## src/rtl/attack_scheduler.sv

```systemverilog
// Cracking-run sequencer: streams dictionary words from BRAM, then brute-force counters,
// to the hash engine one at a time and compares each returned hash against the captured target.
module attack_scheduler #(
   parameter int unsigned DICT_START     = 1,
   parameter int unsigned DICT_SIZE      = 10,
   parameter int unsigned BRUTE_ATTEMPTS = 100,
   parameter int unsigned ADDR_W         = 8,
   parameter int unsigned WORD_W         = 11,
   parameter int unsigned HASH_W         = 128
) (
   input  logic              clk,
   input  logic              reset,
   input  logic              start,
   input  logic [HASH_W-1:0] target_hash,
   output logic              mem_en,
   output logic [ADDR_W-1:0] mem_addr,
   input  logic [WORD_W-1:0] mem_rdata,
   output logic              cand_valid,
   output logic [WORD_W-1:0] cand_data,
   input  logic              cand_ready,
   input  logic              hash_valid,
   input  logic [HASH_W-1:0] hash_data,
   output logic [2:0]        state,
   output logic [WORD_W-1:0] found_word,
   output logic [31:0]       attempts
);

   typedef enum logic [3:0] {
      StIdle,
      StDictRd,
      StDictLat,
      StDictSend,
      StDictHash,
      StBruteSend,
      StBruteHash,
      StDoneOk,
      StDoneFail
   } fsm_e;

   localparam logic [2:0] OutWait  = 3'd0;
   localparam logic [2:0] OutDict  = 3'd1;
   localparam logic [2:0] OutBrute = 3'd2;
   localparam logic [2:0] OutOk    = 3'd3;
   localparam logic [2:0] OutFail  = 3'd4;

   localparam logic [31:0] DictLast  = (DICT_SIZE == 0) ? 32'd0 : 32'(DICT_SIZE - 1);
   localparam logic [31:0] BruteLast = (BRUTE_ATTEMPTS == 0) ? 32'd0 : 32'(BRUTE_ATTEMPTS - 1);

   fsm_e              fsm_q;
   logic [HASH_W-1:0] target_q;
   logic [31:0]       dict_idx_q;
   logic [31:0]       brute_cnt_q;

   logic              hash_hit;
   logic [31:0]       attempts_inc;

   assign hash_hit     = (hash_data == target_q);
   assign attempts_inc = (attempts == '1) ? attempts : attempts + 32'd1;

   always_ff @(posedge clk or posedge reset) begin
      if (reset) begin
         fsm_q       <= StIdle;
         target_q    <= '0;
         dict_idx_q  <= '0;
         brute_cnt_q <= '0;
         state       <= OutWait;
         mem_en      <= 1'b0;
         mem_addr    <= '0;
         cand_valid  <= 1'b0;
         cand_data   <= '0;
         found_word  <= '0;
         attempts    <= '0;
      end else begin
         unique case (fsm_q)
            StIdle: begin
               if (start) begin
                  target_q <= target_hash;
                  if (DICT_SIZE > 0) begin
                     fsm_q      <= StDictRd;
                     state      <= OutDict;
                     dict_idx_q <= '0;
                     mem_en     <= 1'b1;
                     mem_addr   <= ADDR_W'(DICT_START);
                  end else begin
                     fsm_q       <= StBruteSend;
                     state       <= OutBrute;
                     brute_cnt_q <= '0;
                     cand_data   <= '0;
                     cand_valid  <= 1'b1;
                  end
               end
            end

            StDictRd: begin
               mem_en <= 1'b0;
               fsm_q  <= StDictLat;
            end

            // BRAM data is valid during this cycle (one cycle after the read strobe).
            StDictLat: begin
               cand_data  <= mem_rdata;
               cand_valid <= 1'b1;
               fsm_q      <= StDictSend;
            end

            StDictSend: begin
               if (cand_ready) begin
                  cand_valid <= 1'b0;
                  fsm_q      <= StDictHash;
               end
            end

            StDictHash: begin
               if (hash_valid) begin
                  attempts <= attempts_inc;
                  if (hash_hit) begin
                     found_word <= cand_data;
                     fsm_q      <= StDoneOk;
                     state      <= OutOk;
                  end else if (dict_idx_q == DictLast) begin
                     fsm_q       <= StBruteSend;
                     state       <= OutBrute;
                     brute_cnt_q <= '0;
                     cand_data   <= '0;
                     cand_valid  <= 1'b1;
                  end else begin
                     dict_idx_q <= dict_idx_q + 32'd1;
                     mem_en     <= 1'b1;
                     mem_addr   <= ADDR_W'(DICT_START + dict_idx_q + 32'd1);
                     fsm_q      <= StDictRd;
                  end
               end
            end

            StBruteSend: begin
               if (cand_ready) begin
                  cand_valid <= 1'b0;
                  fsm_q      <= StBruteHash;
               end
            end

            StBruteHash: begin
               if (hash_valid) begin
                  attempts <= attempts_inc;
                  if (hash_hit) begin
                     found_word <= cand_data;
                     fsm_q      <= StDoneOk;
                     state      <= OutOk;
                  end else if (brute_cnt_q == BruteLast) begin
                     fsm_q <= StDoneFail;
                     state <= OutFail;
                  end else begin
                     brute_cnt_q <= brute_cnt_q + 32'd1;
                     cand_data   <= WORD_W'(brute_cnt_q + 32'd1);
                     cand_valid  <= 1'b1;
                     fsm_q       <= StBruteSend;
                  end
               end
            end

            // Terminal states are sticky until reset.
            StDoneOk: begin
               state <= OutOk;
            end

            StDoneFail: begin
               state <= OutFail;
            end

            default: begin
               fsm_q      <= StIdle;
               state      <= OutWait;
               mem_en     <= 1'b0;
               cand_valid <= 1'b0;
            end
         endcase
      end
   end

endmodule

```

## config.mk

```make
export PLATFORM = sky130hd
export DESIGN_NAME = attack_scheduler
export DESIGN_NICKNAME = d
export VERILOG_FILES = /design/src/rtl/attack_scheduler.sv
export SDC_FILE = /design/constraint.sdc
export NUM_CORES = 1
export LEC_CHECK = 0
export ABC_AREA = 1
export CORE_MARGIN = 2
export CORE_UTILIZATION = 45
export CTS_BUF_LIST = sky130_fd_sc_hd__clkbuf_8
export CTS_CLUSTER_DIAMETER = 150
export CTS_CLUSTER_SIZE = 10
export DETAILED_ROUTE_END_ITERATION = 10
export PLACE_DENSITY_LB_ADDON = 0.12
export SLEW_MARGIN = 20
export SYNTH_ARGS = -nofsm -noshare
export SYNTH_HDL_FRONTEND = slang
export SYNTH_SLANG_ARGS = --single-unit
export TNS_END_PERCENT = 5
```

## constraint.sdc

```tcl
create_clock -name clk -period 10 [get_ports clk]
set_clock_uncertainty 0.15 [all_clocks]
set_input_delay 2 -clock clk [delete_from_list [all_inputs] [get_ports clk]]
set_output_delay 2 -clock clk [all_outputs]
set_load 0.02 [all_outputs]
```

==> impl_metrics.csv, run 1 <==
group,metric,value,unit
finish,post-route-util,58.94,%
setup_path,cp_top_family,"simple AND/OR/NAND/NOR gates",
global_routing,grt_pass1_wl,65330,microns
logic_synthesis,yosysUniqueCellTypes,40,
clock_network,cts_root_buf,"clkbuf_8",
die,coreArea,31560,sq um
finish,layout-drive-gt1-share,9.926,%
power_and_ir_drop,power_density,196.5,nW/um^2
clock_network,cts.reportedPaths.clkPinSlew,0.08,ns
timing,rsz0062_at_grt,"false",
clock_network,cts_tree,"yes",
global_routing,grt_pass1_vias,12230,
hold_path,holdPathStages,2,
placed_design,dp_hpwl,30710,microns
route,drc,0,
finish,layout.nets,2312,
route,drt-total-wl,40640,microns
logic_synthesis,synthCells,1707,
timing,setup_viol,0,
route,post_drt_wl_per_cell,16.60,microns
clock_network,clkSinkCount,263,
logic_synthesis,synth_seq_cells,263,
logic_synthesis,ys_seq_area_share,45.59,%
finish,multiInputGateArea,7066,sq um
timing,fin_tns_setup,0,ns
clock_network,cts-resized-gates,0,
die,dieArea,33530,sq um
timing,worstMarginPinSlew,1.094,ns
logic_synthesis,synthAdderAreaFrac,0.4334,%
power_and_ir_drop,p_clk_share,17.9,%
setup_path,path_depth,11,
clock_network,htree_levels,1,
finish,final_common_cell,"nand2_1",
global_routing,grt_max_degree,133,
setup_path,path_buf_inv,1,
timing,report.final.hold_viol_count,0,
route,first_pass_iters,4,
power_and_ir_drop,comb_power_share,37.8,%
setup_path,worstRegToRegCells,6,
global_routing,antenna_found_initial,15,
setup_path,slowest_delay,0.78,ns
finish,final_cell_mix,"nand2_1, clkdlybuf4s50_1, dfrtp_1",
route,final_antenna_net_count,0,
die,die-height,183.1,microns
timing,fmax,226.1,MHz
power_and_ir_drop,switchingPower,1.293,mW
die,fp-row-count,65,
logic_synthesis,synth-xor-area-share,11.03,%
die,io_pins,339,
setup_path,crit_chain,"clkdlybuf4s50_1 > xnor2_1 > nand2_1 > nor2_1 > nand2_1 > nor2_1 > nand2_1 > nor2_4 > nand2_1 > nor3_2 > o21ai_0",
logic_synthesis,synth_nets,1984,
route,drt_iter0_drc,687,
die,die_width,183.1,microns
clock_network,clk_latency,0.59,ns
setup_path,cp.arrival,4.70,ns
power_and_ir_drop,irDropWorstVdd,0.0001155,V
die,initial_core_util,45.75,%
timing,period_needed,4.422,ns
global_routing,grt_overflow,0,
logic_synthesis,synth_top_family_by_area,"simple AND/OR/NAND/NOR gates",
logic_synthesis,synth_area,14440,sq um
clock_network,cts_setup_buffers,0,
logic_synthesis,synth_compound_area_share,3.953,%
outcome,outcome,"finished, final reports clean",
placed_design,gp_congestion,0.9137,
setup_path,worstPathRequired,10.28,ns
setup_path,start_kind,"primary input",
clock_network,cts_buffers,30,
timing,drv_slew,0,
setup_path,crit_slowest_cell,"nor3_2",
logic_synthesis,synthSimpleGateAreaFrac,25.34,%
power_and_ir_drop,pwr-share-seq,44.3,%
logic_synthesis,avgSynthCellArea,8.456,sq um
finish,syn2layout_area_growth,28.84,%
clock_network,clock_path_buffers,3,
setup_path,crit_fanout,22,
run,drv_cap,0,
finish,regArea,6581,sq um
setup_path,cpMostUsedCell,"nand2_1",
timing,relSlewSlack,27.09,%
setup_path,path_class,"in2reg",
logic_synthesis,synthMuxAreaShare,8.113,%
global_routing,track_usage,24.49,%
placed_design,port_buffers,338,
power_and_ir_drop,switching_share,35.40,%
logic_synthesis,yosys_warnings,0,
route,num_vias,12200,
setup_path,critPathCaptureType,"flop",
power_and_ir_drop,p_int,2.360,mW
hold_path,hp-class,"reg2reg",
finish,num-fill-cells,2882,
route,via_per_inst,4.984,
timing,period_share,44.22,%
clock_network,cts_hold_buf,0,
power_and_ir_drop,power_leakage,8.085,nW
## worst register-to-register path, stage by stage, from the launching register on
cell     delay (ns)
dfrtp_1        0.43
inv_2          0.08
nand2_2        0.13
nor2_2         0.08
nand2_4        0.59
buf_4          0.94
mux2_2         0.52
## power groups by stage
| stage | Sequential, mW | Clock [mW] | Combinational [mW] |
|---|---|---|---|
| finish | 1.62 | 0.654 | 1.38 |
| global route | 1.65 | 0.722 | 1.54 |
| CTS | 1.62 | 0.685 | 1.40 |
| detailed placement | 1.64 | 0 | 1.39 |
| global placement | 1.62 | 0 | 1.36 |
| floorplan | 1.62 | 0 | 0.978 |
## cells by family (layout without fill, tap and decap cells)
logic type	after synthesis	count (layout)
buf+inv	192	520
compound gates	112	112
xor+xnor	181	181
other cells	0	11
flops	263	263
simple gates	850	850
fa+ha+maj	5	5
mux	104	104
## state kept, by name, indices dropped and copies added, names as in the netlist, 4 cells and up
signal / cells
brute_cnt_q: 32
cand_data: 11
mem_addr: 8
target_q: 128
attempts: 32
fsm_q: 4
found_word: 11
dict_idx_q: 32
## synthesized netlist by cell type (all sizes together)
cell	n	area [sq um]
a21o	2	15.01
a21oi	33	165.2
a31oi	1	6.260
and2	2	12.51
buf	36	211.5
clkbuf	11	42.54
dfrtp	263	6581
ha	5	62.56
inv	145	544.3
mux2	104	1171
nand2	507	1951
nand3	53	280.3
nand3b	6	57.56
nand4	30	187.7
nor2	184	743.2
nor3	38	231.5
nor3b	1	7.510
nor4	23	150.1
o21ai	74	370.4
o22ai	1	6.260
o31ai	1	7.510
or2	6	37.53
xnor2	128	1121
xor2	53	471.7
## final cells by class
type / instances / share of cell area (%)
diodes: 11 / 0.1480
repair buffers: 343 / 18.46
clock inverters: 1 / 0.04709
clock buffers: 31 / 2.294
multi-input cells: 1252 / 37.99
inverters: 145 / 2.967
flip-flops and latches: 263 / 35.39
well taps: 402 / 2.705
## per-stage QoR
stage                     hold WS (ns)  std cells  power (mW)  setup WS [ns]  cell area, sq um
after detailed placement        0.3313       2405       3.029          4.896             18130
after floorplan                 0.3088       1707       2.598         0.6098             14440
after CTS                       0.3525       2437       3.700          5.557             18570
after global routing            0.3808       2447       3.920          5.255             18600
after global placement          0.3219       2405       2.984          4.997             18130
final                           0.3454       2448       3.654          5.578             18600
## final timing paths
kind | from | end | slack (ns)
setup / recovery | hash_data[32] | found_word[0] | 5.58
hold / removal | mem_addr[6] | mem_addr[6] | 0.35
setup reg to reg | fsm_q[0] | target_q[92] | 6.96
hold reg to reg | mem_addr[6] | mem_addr[6] | 0.35
max in group asynchronous | reset | target_q[114] | 6.62
min in group asynchronous | reset | dict_idx_q[18] | 1.80
## metal layers
metal | routed length, microns | share of wire, % | GRT usage, % | vias up
met5 | 39 | 0.096 | 0 | -
met4 | 1007 | 2.5 | 7.392 | 6
met3 | 3083 | 7.6 | 7.029 | 68
met2 | 19630 | 48 | 41.45 | 295
met1 | 16880 | 42 | 30.41 | 5731
li1 | - | - | - | 6101
(Power assumes the default switching activity.)
==> inputs of run 2 (changes only) <==
==> constraint.sdc (replaced) <==
create_clock -name clk -period 4.55 [get_ports clk]
set_clock_uncertainty 0.15 [all_clocks]
set_input_delay 0.91 -clock clk [delete_from_list [all_inputs] [get_ports clk]]
set_output_delay 0.91 -clock clk [all_outputs]
set_load 0.02 [all_outputs]
==> run 2 against run 1 <==
Net effect: sequential cell count stayed put; sequential power increased by 120%; design area up 0.56%; sequential share of layout area down 0.20 points; count of clock-buffer cells in the layout is the same; hold slack got worse by 0.0014 ns; power up 120%; non-clock buffer count grew 10; wire length shrank 0.70%; utilization is 0.33 points higher; largest cell class unchanged; highest routed layer unchanged.
==> impl_metrics.csv, run 2 (synthesized netlist as in run 1, its figures left out) <==
group,metric,value,unit
setup_path,crit_fanout,32,
clock_network,cts_root_buf,"clkbuf_8",
route,drc,0,
setup_path,crit_slowest_cell,"nand2_2",
timing,relSlewSlack,40.86,%
route,first_pass_iters,5,
route,post_drt_wl_per_cell,16.42,microns
route,num_vias,12210,
route,final_antenna_net_count,0,
power_and_ir_drop,irDropWorstVdd,0.0003120,V
setup_path,worstPathRequired,4.92,ns
route,drt-total-wl,40350,microns
timing,worstMarginPinSlew,0.8853,ns
global_routing,grt_max_degree,69,
finish,final_common_cell,"nand2_1",
power_and_ir_drop,power_leakage,8.143,nW
finish,top_register,"target_q",
finish,final_cell_mix,"nand2_1, clkdlybuf4s50_1, dfrtp_1",
timing,fin_tns_setup,0,ns
global_routing,grt_overflow,0,
clock_network,clkSinkCount,263,
run,drv_cap,0,
setup_path,start_kind,"primary input",
die,die-height,183.1,microns
clock_network,clock_path_buffers,3,
route,via_per_inst,4.969,
setup_path,slowest_delay,0.54,ns
global_routing,grt_pass1_wl,63990,microns
finish,layout-drive-gt1-share,10.32,%
clock_network,cts.reportedPaths.clkPinSlew,0.08,ns
setup_path,cp.arrival,3.59,ns
setup_path,path_class,"in2reg",
route,routed-wl-met2,19140,microns
die,initial_core_util,45.75,%
clock_network,cts_buffers,30,
setup_path,critPathCaptureType,"flop",
finish,layout.nets,2322,
setup_path,crit_chain,"clkdlybuf4s50_1 > xnor2_1 > nand2_1 > nor2_1 > nand2_1 > nor2_1 > nand2_1 > nor2_2 > nand3_2 > nand3_1 > inv_1 > nand2_2 > nand2_1 > nand2_1",
finish,largest_reg_flops,128,
die,fp-row-count,65,
global_routing,antenna_found_initial,11,
clock_network,cts_tree,"yes",
clock_network,cts_hold_buf,0,
die,io_pins,339,
timing,drv_slew,0,
power_and_ir_drop,power,8.036,mW
route,route.met3.wl,2876,microns
die,die_width,183.1,microns
timing,setup_viol,0,
finish,syn2layout_area_growth,29.56,%
clock_network,clk_latency,0.58,ns
timing,report.final.hold_viol_count,0,
die,coreArea,31560,sq um
setup_path,cpMostUsedCell,"nand2_1",
placed_design,gp_congestion,0.9209,
hold_path,holdPathStages,2,
timing,period_needed,3.222,ns
timing,period_share,70.81,%
die,dieArea,33530,sq um
power_and_ir_drop,power_density,429.7,nW/um^2
clock_network,htree_levels,1,
global_routing,track_usage,23.96,%
hold_path,hp-class,"reg2reg",
placed_design,port_buffers,338,
timing,rsz0062_at_grt,"false",
route,highest_layer,"met5",
outcome,outcome,"finished, final reports clean",
placed_design,dp_hpwl,30940,microns
global_routing,grt_pass1_vias,12350,
clock_network,cts_setup_buffers,0,
route,m1WireLength,17210,microns
setup_path,worstRegToRegCells,13,
route,drt_iter0_drc,635,
timing,fmax,310.4,MHz
clock_network,cts-resized-gates,0,
==> run 2: critical path: cells and delay by family <==
family / cells / cell delay, ns
xor+xnor: 1 / 0.13
buf+inv: 2 / 0.57
simple gates: 11 / 1.97
==> run 2: area by class of cell <==
cell class              count  area (sq um)
fillers                  2863         12850
clock buffers              31         426.7
diodes                     10         25.02
clock inverters             1         8.758
repair buffers            353          3546
multi-input cells        1252          7063
well taps                 402         503.0
flip-flops and latches    263          6581
inverters                 145         548.0
==> run 2: layer usage <==
| layer | global-route usage, % | up-vias |
|---|---|---|
| li1 | - | 6098 |
| met1 | 29.87 | 5725 |
| met2 | 40.03 | 314 |
| met3 | 6.454 | 69 |
| met4 | 8.736 | 4 |
| met5 | 0 | - |
==> run 2: path summary, 6_finish.rpt <==
check / slack (ns) / endpoint / start
worst min register to register: 0.34 / state[0] / state[0]
worst min-delay path: 0.34 / state[0] / state[0]
worst max register to register: 1.69 / brute_cnt_q[12] / target_q[27]
min in group asynchronous: 0.71 / target_q[36] / reset
worst max-delay path: 1.33 / brute_cnt_q[12] / hash_data[27]
max in group asynchronous: 2.61 / target_q[48] / reset
==> run 2: power by group <==
| part | total, mW | leakage, nW | internal [mW] | switching [mW] |
|---|---|---|---|---|
| clock network | 1.43 | 0.227 | 0.604 | 0.823 |
| registers | 3.54 | 3.27 | 3.04 | 0.501 |
| logic | 3.07 | 4.65 | 1.56 | 1.50 |
==> run 2: through the flow <==
stage	cells	setup WS (ns)	utilization (%)	hold slack (ns)	area, sq um
3_3_place_gp	2415	0.7533	57.81	0.3191	18240
6_report	2457	1.328	59.27	0.3440	18700
4_1_cts	2447	1.314	59.19	0.3465	18680
2_1_floorplan	1707	0.02047	-	0.3088	14440
5_1_grt	2456	1.150	59.26	0.3740	18700
3_5_place_dp	2415	0.6969	57.81	0.3279	18240
==> inputs of run 3 (changes only) <==
==> constraint.sdc (replaced) <==
create_clock -name clk -period 3.1 [get_ports clk]
set_clock_uncertainty 0.15 [all_clocks]
set_input_delay 0.62 -clock clk [delete_from_list [all_inputs] [get_ports clk]]
set_output_delay 0.62 -clock clk [all_outputs]
set_load 0.02 [all_outputs]
==> run 3 against run 2 <==
Net effect: sequential share of layout area is 0.40 points lower; wire length down 0.36%; power rose by 49%; die area stayed put; worst setup slack worse by 0.87 ns; cell count up 0.33%; sequential power grew 46%; via count is 0.51% higher; combinational power increased by 52%; critical endpoint is now attempts[15].
==> impl_metrics.csv, run 3 (synthesized netlist as in run 1, its figures left out) <==
group,metric,value,unit
route,drc,0,
timing,drv_slew,0,
power_and_ir_drop,power_density,631.3,nW/um^2
placed_design,place_area,18460,sq um
clock_network,cts.reportedPaths.clkPinSlew,0.08,ns
setup_path,worstPathRequired,3.41,ns
die,initial_core_util,45.75,%
power_and_ir_drop,power_leakage,8.245,nW
die,io_pins,339,
clock_network,cts_buffers,30,
timing,setup_viol,0,
clock_network,clk_latency,0.58,ns
timing,fin_ws,0.4602,ns
die,die-height,183.1,microns
timing,report.final.hold_viol_count,0,
finish,final_common_cell,"nand2_1",
setup_path,crit_path_start,"attempts[0]",
route,post_drt_wl_per_cell,16.31,microns
route,first_pass_iters,5,
placed_design,dp_hpwl,31170,microns
route,drt-total-wl,40210,microns
timing,fmax,378.8,MHz
setup_path,start_kind,"flop",
die,die_width,183.1,microns
timing,holdWs,0.3372,ns
placed_design,port_buffers,338,
timing,period_share,85.15,%
clock_network,cts_root_buf,"clkbuf_8",
setup_path,r2r_setup_slack,0.46,ns
outcome,outcome,"finished, final reports clean",
finish,top_register,"target_q",
finish,layout.nets,2331,
clock_network,clkSinkCount,263,
hold_path,hp-class,"in2async",
die,fp-row-count,65,
setup_path,crit_fanout,10,
die,dieArea,33530,sq um
timing,worstMarginPinSlew,0.6320,ns
setup_path,r2r-start,"attempts[0]",
timing,relSlewSlack,57.48,%
finish,syn2layout_area_growth,31.05,%
setup_path,critPathCaptureType,"flop",
power_and_ir_drop,irDropWorstVdd,0.0003715,V
route,via_per_inst,4.978,
finish,layout-drive-gt1-share,10.71,%
route,final_antenna_net_count,0,
setup_path,path_class,"reg2reg",
clock_network,cts_tree,"yes",
finish,largest_reg_flops,128,
placed_design,place_ws,-0.1764,ns
clock_network,cts_setup_buffers,0,
placed_design,gp_congestion,0.9093,
global_routing,grt_overflow,0,
global_routing,grt_pass1_vias,12290,
clock_network,cts-resized-gates,0,
setup_path,cp.arrival,2.95,ns
clock_network,cts_hold_buf,0,
route,num_vias,12270,
route,drt_iter0_drc,636,
finish,num-fill-cells,2869,
timing,period_needed,2.640,ns
global_routing,antenna_found_initial,11,
die,coreArea,31560,sq um
global_routing,track_usage,24.20,%
finish,fin_area,18920,sq um
finish,post-route-util,59.95,%
global_routing,grt_max_degree,53,
run,drv_cap,0,
clock_network,clock_path_buffers,3,
clock_network,htree_levels,1,
timing,rsz0062_at_grt,"false",
global_routing,grt_pass1_wl,64540,microns
finish,final_cell_mix,"nand2_1, clkdlybuf4s50_1, dfrtp_1",
run 3: final timing paths:
path | to | cells after the start
worst max-delay path | attempts[15] | 12
worst min-delay path | target_q[49] | 2
worst max register to register | attempts[15] | 12
worst min register to register | state[2] | 2
max in group asynchronous | brute_cnt_q[15] | 3
min in group clk | state[2] | 2
run 3: power by group:
part           switching [mW]  internal (mW)  leakage, nW
sequential              0.719           4.46         3.27
clock                    1.21          0.887        0.227
combinational            2.22           2.45         4.75
run 3: critical path, stage by stage (launching register included):
cell	delay, ns
dfrtp_1	0.42
ha_1	0.16
inv_1	0.07
nor2_1	0.16
nand2_1	0.17
nor3_1	0.35
nand2_1	0.14
nand2_2	0.22
buf_4	0.20
inv_2	0.09
nand3_1	0.16
nor2_1	0.08
xor2_1	0.14
run 3: routing by layer:
layer	global-route usage, %	up-vias	share of wire (%)
li1	-	6121	-
met1	30.73	5742	43
met2	40.61	332	48
met3	5.183	73	6.0
met4	9.248	4	3.3
met5	0	-	0.065
run 3: cell type report:
type | count | area [sq um] | share of cell area [%]
Sequential cell | 263 | 6581 | 34.79
Tap cell | 402 | 503.0 | 2.659
Clock inverter | 1 | 8.758 | 0.04630
Inverter | 145 | 548.0 | 2.897
Timing Repair Buffer | 362 | 3764 | 19.90
Clock buffer | 31 | 426.7 | 2.255
Multi-Input combinational cell | 1252 | 7063 | 37.34
Antenna cell | 9 | 22.52 | 0.1191
run 3: through the flow:
step           TNS (ns)  std cells  total power [mW]
2_1_floorplan   -299.70       1707             8.383
3_3_place_gp     -8.223       2424             9.803
3_5_place_dp     -10.07       2424             9.949
4_1_cts               0       2456             12.09
5_1_grt               0       2465             12.80
6_report              0       2465             11.94
